### src/rtl/bht_pkg.sv
// Shared types for the branch history table port arbiter: counter type,
// grant encoding, reset counter value and the queued update entry.
package bht_pkg;

  typedef logic [1:0] cnt_t;

  typedef enum logic [1:0] {
    G_NONE = 2'd0,
    G_LOOK = 2'd1,
    G_UPD  = 2'd2
  } grant_t;

  // Weakly not taken.
  localparam cnt_t CNT_INIT = 2'b01;

  // Widest table index an update entry can carry; the top zero-extends.
  localparam int MAX_INDEX_W = 16;

  typedef struct packed {
    logic [MAX_INDEX_W-1:0] index;
    logic                   taken;
  } upd_entry_t;

  // Two-bit saturating counter step.
  function automatic cnt_t cnt_next(input cnt_t c, input logic taken);
    cnt_t n;
    unique case (c)
      2'b00:   n = taken ? 2'b01 : 2'b00;
      2'b01:   n = taken ? 2'b10 : 2'b00;
      2'b10:   n = taken ? 2'b11 : 2'b01;
      default: n = taken ? 2'b11 : 2'b10;
    endcase
    return n;
  endfunction

endpackage

### src/rtl/bht_upd_fifo.sv
// Synchronous update queue for the BHT arbiter with full/empty flags.
// Push and pop in the same cycle are allowed; push is ignored when full.
module bht_upd_fifo
  import bht_pkg::*;
#(
  parameter int DEPTH = 4
) (
  input  logic       i_clk,
  input  logic       i_rst,
  input  logic       i_push,
  input  upd_entry_t i_entry,
  input  logic       i_pop,
  output upd_entry_t o_head,
  output logic       o_full,
  output logic       o_empty
);

  localparam int PTR_W = $clog2(DEPTH);

  upd_entry_t       r_mem [DEPTH];
  logic [PTR_W-1:0] r_wr_ptr;
  logic [PTR_W-1:0] r_rd_ptr;
  logic [PTR_W:0]   r_count;

  logic w_push;
  logic w_pop;

  assign o_full  = (r_count == (PTR_W+1)'(DEPTH));
  assign o_empty = (r_count == '0);
  assign w_push  = i_push & ~o_full;
  assign w_pop   = i_pop & ~o_empty;
  assign o_head  = r_mem[r_rd_ptr];

  // Entry storage write.
  // NOTE: the storage array has no reset; occupancy is tracked by r_count, so stale entries are never read.
  always_ff @(posedge i_clk) begin
    if (w_push) r_mem[r_wr_ptr] <= i_entry;
  end

  // Pointers and occupancy; power-of-two depth lets pointers wrap naturally.
  always_ff @(posedge i_clk or posedge i_rst) begin
    if (i_rst) begin
      r_wr_ptr <= '0;
      r_rd_ptr <= '0;
      r_count  <= '0;
    end else begin
      if (w_push) r_wr_ptr <= r_wr_ptr + 1'b1;
      if (w_pop)  r_rd_ptr <= r_rd_ptr + 1'b1;
      if (w_push && !w_pop)      r_count <= r_count + 1'b1;
      else if (!w_push && w_pop) r_count <= r_count - 1'b1;
    end
  end

endmodule

### src/rtl/bht_port_arbiter.sv
// Branch history table of 2-bit counters with a single access port shared
// by fetch lookups and queued resolved-branch updates. Lookups win unless
// the queue is full or updates have been starved for STARVE_MAX grants.
// Optional feature: define BHT_UPD_BYPASS_EN to write an update straight
// into the table when the queue is empty and the port is otherwise idle.
module bht_port_arbiter
  import bht_pkg::*;
#(
  parameter int INDEX_W    = 6,
  parameter int FIFO_DEPTH = 4,
  parameter int STARVE_MAX = 3
) (
  input  logic        i_clk,
  input  logic        i_rst,
  input  logic        i_lookup_vld,
  input  logic [31:0] i_lookup_pc,
  output logic        o_lookup_rdy,
  output logic        o_pred_vld,
  output logic        o_pred_taken,
  output logic [1:0]  o_pred_state,
  input  logic        i_upd_vld,
  input  logic [31:0] i_upd_pc,
  input  logic        i_upd_taken,
  output logic        o_upd_rdy,
  output logic        o_busy
);

  localparam int ENTRIES = 2 ** INDEX_W;
  localparam int SW      = $clog2(STARVE_MAX + 1);

  cnt_t              r_table [ENTRIES];
  logic [SW-1:0]     r_starve;
  logic              r_pred_vld;
  cnt_t              r_pred_state;

  logic [INDEX_W-1:0] w_look_idx;
  logic [INDEX_W-1:0] w_upd_idx;
  logic [INDEX_W-1:0] w_head_idx;
  logic               w_full;
  logic               w_empty;
  logic               w_force;
  logic               w_push_ok;
  logic               w_bypass;
  logic               w_fifo_push;
  logic               w_wr_en;
  logic [INDEX_W-1:0] w_wr_idx;
  logic               w_wr_taken;
  grant_t             w_grant;
  upd_entry_t         w_push_entry;
  upd_entry_t         w_head;

  assign w_look_idx = i_lookup_pc[INDEX_W+1:2];
  assign w_upd_idx  = i_upd_pc[INDEX_W+1:2];
  assign w_head_idx = w_head.index[INDEX_W-1:0];

  assign w_force      = w_full | (r_starve == SW'(STARVE_MAX));
  assign o_lookup_rdy = ~w_force;
  assign o_upd_rdy    = ~w_full;
  assign o_busy       = ~w_empty;
  assign o_pred_vld   = r_pred_vld;
  assign o_pred_state = r_pred_state;
  assign o_pred_taken = r_pred_state[1];
  assign w_push_ok    = i_upd_vld & ~w_full;

  assign w_push_entry.index = MAX_INDEX_W'(w_upd_idx);
  assign w_push_entry.taken = i_upd_taken;

  // Port grant: lookup first, then queued update, else idle.
  // NOTE: every always_comb output is given a default first so no latch is inferred.
  always_comb begin
    w_grant = G_NONE;
    if (i_lookup_vld && !w_force) w_grant = G_LOOK;
    else if (!w_empty)            w_grant = G_UPD;
  end

`ifdef BHT_UPD_BYPASS_EN
  assign w_bypass = w_push_ok & w_empty & (w_grant == G_NONE);
`else
  assign w_bypass = 1'b0;
`endif

  assign w_fifo_push = w_push_ok & ~w_bypass;

  // Single table write port: queue head on G_UPD, or the bypassed update.
  always_comb begin
    w_wr_en    = 1'b0;
    w_wr_idx   = w_head_idx;
    w_wr_taken = w_head.taken;
    if (w_grant == G_UPD) begin
      w_wr_en = 1'b1;
    end else if (w_bypass) begin
      w_wr_en    = 1'b1;
      w_wr_idx   = w_upd_idx;
      w_wr_taken = i_upd_taken;
    end
  end

  bht_upd_fifo #(
    .DEPTH (FIFO_DEPTH)
  ) u_fifo (
    .i_clk   (i_clk),
    .i_rst   (i_rst),
    .i_push  (w_fifo_push),
    .i_entry (w_push_entry),
    .i_pop   (w_grant == G_UPD),
    .o_head  (w_head),
    .o_full  (w_full),
    .o_empty (w_empty)
  );

  // Counter table; every entry must start weakly not taken, so it is reset.
  always_ff @(posedge i_clk or posedge i_rst) begin
    if (i_rst) begin
      for (int i = 0; i < ENTRIES; i++) r_table[i] <= CNT_INIT;
    end else if (w_wr_en) begin
      r_table[w_wr_idx] <= cnt_next(r_table[w_wr_idx], w_wr_taken);
    end
  end

  // Starvation counter and registered prediction path.
  // NOTE: sequential state uses non-blocking assignments so all registers sample pre-edge values.
  always_ff @(posedge i_clk or posedge i_rst) begin
    if (i_rst) begin
      r_starve     <= '0;
      r_pred_vld   <= 1'b0;
      r_pred_state <= CNT_INIT;
    end else begin
      r_pred_vld <= (w_grant == G_LOOK);
      if (w_grant == G_LOOK) r_pred_state <= r_table[w_look_idx];

      if (w_grant == G_UPD || w_empty)
        r_starve <= '0;
      else if (w_grant == G_LOOK && r_starve != SW'(STARVE_MAX))
        r_starve <= r_starve + 1'b1;
    end
  end

endmodule

### config.mk
export PLATFORM = sky130hd
export DESIGN_NAME = bht_port_arbiter
export DESIGN_NICKNAME = d
export VERILOG_FILES = /design/src/rtl/bht_pkg.sv /design/src/rtl/bht_upd_fifo.sv /design/src/rtl/bht_port_arbiter.sv
export SDC_FILE = /design/constraint.sdc
export NUM_CORES = 1
export LEC_CHECK = 0
export ABC_AREA = 1
export CAP_MARGIN = 20
export CORE_ASPECT_RATIO = 0.9
export CORE_MARGIN = 4
export CORE_UTILIZATION = 45
export CTS_BUF_LIST = sky130_fd_sc_hd__clkbuf_4
export CTS_CLUSTER_DIAMETER = 100
export CTS_CLUSTER_SIZE = 14
export DETAILED_ROUTE_END_ITERATION = 6
export MAX_ROUTING_LAYER = met4
export PLACE_DENSITY_LB_ADDON = 0.08
export SYNTH_ARGS = -nofsm -noshare
export SYNTH_HDL_FRONTEND = slang
export SYNTH_HIERARCHICAL = 1
export SYNTH_SLANG_ARGS = --single-unit
### constraint.sdc
create_clock -name i_clk -period 5 [get_ports i_clk]
set_input_delay 0.75 -clock i_clk [delete_from_list [all_inputs] [get_ports i_clk]]
set_output_delay 0.75 -clock i_clk [all_outputs]
set_load 0.01 [all_outputs]
==> flow_metrics.tcl <==
set metrics [dict create \
    drt_pre_antenna_iters 6 \
    timing.final.ws_setup_ns 1.17 \
    path_class "reg -> reg" \
    timing.final.hold_violations 0 \
    syn-num-nets 1578 \
    hold_buffers 0 \
    p_leak_nw 5.23 \
    critical_path.top_delay_family "simple AND/OR/NAND/NOR gates" \
    r2r_end "r_table[79]" \
    cts_buffers 17 \
    start_kind "flip-flop" \
    final_layout_size_suffix_gt1_share_pct 8.63 \
    placed_area_sq_mm 0.0104 \
    cpMostUsedCell "nand2_1" \
    clock-sinks 168 \
    synth_cells 1502 \
    port_buffers 23 \
    preCtsSetupSlack_ns 1.24 \
    hold_class "in -> async" \
    regToRegSetupSlack_ns 1.17 \
    crit_fanout 81 \
    required_ns 5.49 \
    grt_pass1_vias 8940 \
    yosysWarnings 6 \
    post-route-period-util_pct 76.6 \
    die_area_sq_mm 0.0250 \
    drt_iter0_markers 983 \
    wl_per_cell_um 16.8 \
    floorplan.initialDensity_pct 46.3 \
    finalSetupViolations 0 \
    drt.antenna.violating_nets 0 \
    cts_tree "built" \
    mappedNetlistArea_sq_mm 0.0101 \
    grt_pass1_wl_um 48500 \
    cp_num_buf_inv 2 \
    cp_slowest_stage_delay_ns 0.69 \
    syn2layout_area_growth_pct 5.10 \
    grt_setup_unrepaired "false" \
    cp-end-kind "flip-flop" \
    crit_path_top_delay_cell "buf_4" \
    holdWs_ns 0.451 \
    grt_max_degree 82 \
    nNetsFinal 1558 \
    grt-ovfl-total 0 \
    insertion_delay_ns 0.60 \
    gp_congestion 0.854 \
    arrival_ns 4.32 \
    relSlewSlack_pct 27.5 \
    routed_wl_um 30100 \
    fp.dieH_um 150 \
    post_cts.repair.setup_buffers 0 \
    ios 76 \
    worstMarginPinSlew_ns 1.09 \
    remaining_drc_errors 0 \
    finalCriticalPeriod_ns 3.83 \
    worstPathCellList "inv_2 -> o211ai_1 -> nand2_2 -> buf_4 -> o21ai_0 -> nand2_1 -> nand2_1 -> nand2_1 -> nand2_1 -> nand2_1 -> nand2_1 -> nor2_1 -> nand2_1 -> nand2_1 -> nand2_4 -> nand2_1 -> nand2_1" \
    p_total_mw 6.58 \
    core_sq_mm 0.0219 \
    rows 51 \
    path_clk_slew_ns 0.15 \
    cap_violations 0 \
    syn_area_per_cell_sq_um 6.74 \
    clockBufferDepth 2 \
    reg2reg_depth 17 \
    fmax_mhz 261 \
    grtUsageTotal_pct 25.4 \
    vias 9448 \
    die_w_um 166 \
    vias_per_cell 5.29 \
    htree_levels 4 \
    clock_skew_ns 0.0245 \
    crit_path_start "u_fifo/r_rd_ptr[0]" \
    status "finished clean" \
    dp_hpwl_um 18400 \
    p_per_area_mw_per_mm2 618 \
    path_depth 17 \
    slew_viol_final 0 \
    final_area_sq_mm 0.0106 \
    antenna_found_initial 1 \
    r2r-start "u_fifo/r_rd_ptr[0]" \
    crit_end "r_table[79]" \
    tns_ns 0 \
    ir_drop_uv 536 \
    root_buffer "clkbuf_4" \
    ctsResizeCount 0 \
]
layout by cell type, fill, tap and decap left out, drive strengths merged:
| cell type | n |
|---|---|
| nand2 | 714 |
| clkdlybuf4s50 | 22 |
| or2 | 4 |
| o21ai | 74 |
| inv | 147 |
| clkinvlp | 1 |
| nor3 | 9 |
| edfxtp | 28 |
| clkbuf | 19 |
| xnor2 | 1 |
| nand3b | 2 |
| dfstp | 65 |
| nand3 | 115 |
| dfrtp | 75 |
| a21oi | 13 |
| o211ai | 20 |
| nand4 | 3 |
| o22ai | 20 |
| nor2 | 134 |
| fa | 1 |
| diode | 1 |
| clkinv | 6 |
| ha | 6 |
| buf | 15 |
| nor3b | 1 |
metal layers:
layer  vias to the layer above  GRT usage (%)  routed length (um)
li1                       4626              -                   -
met1                      4431           35.5               14100
met2                       351           38.9               13200
met3                        40           3.83                2260
met4                         0           7.26                 544
met5                         -              -                   0
area by class of cell:
cell class,count,area (sq um)
antenna,1,2.50
clock buffer,19,143
clock inverter,13,95.1
fill,2254,11200
inverter,141,534
multi-input combinational,1117,4740
sequential,168,4430
tap,291,364
timing repair buffer,37,343
stage by stage:
step / util (%) / std cells
final: 48.6 / 1787
after global routing: 48.6 / 1787
after CTS: 48.6 / 1786
after detailed placement: 47.5 / 1754
after global placement: 47.5 / 1754
after floorplan: - / 1502
power breakdown:
group | internal, mW | total, mW | switching [mW]
combinational | 0.885 | 3.57 | 2.68
sequential | 1.95 | 2.25 | 0.307
clock | 0.214 | 0.759 | 0.545
total | 3.04 | 6.58 | 3.54
flip-flops by register name (all words and copies together), names as in the netlist:
signal	flops
o_pred_state	2
o_pred_vld	1
r_starve	2
r_table	128
u_fifo/r_count	3
u_fifo/r_mem	28
u_fifo/r_rd_ptr	2
u_fifo/r_wr_ptr	2
worst min-delay path by stage:
| stage | startpoint | end | slack [ns] | cells past startpoint |
|---|---|---|---|---|
| 3_5_place_dp | r_starve[0] | r_starve[0] | 0.45 | 1 |
| 3_3_place_gp | r_starve[0] | r_starve[0] | 0.44 | 1 |
| 5_1_grt | i_rst | u_fifo/r_rd_ptr[1] | 0.46 | 2 |
| 6_report | i_rst | u_fifo/r_wr_ptr[1] | 0.45 | 2 |
| 2_1_floorplan | r_starve[0] | r_starve[0] | 0.42 | 1 |
| 4_1_cts | i_rst | u_fifo/r_count[2] | 0.43 | 2 |
(Power assumes the default switching activity.)
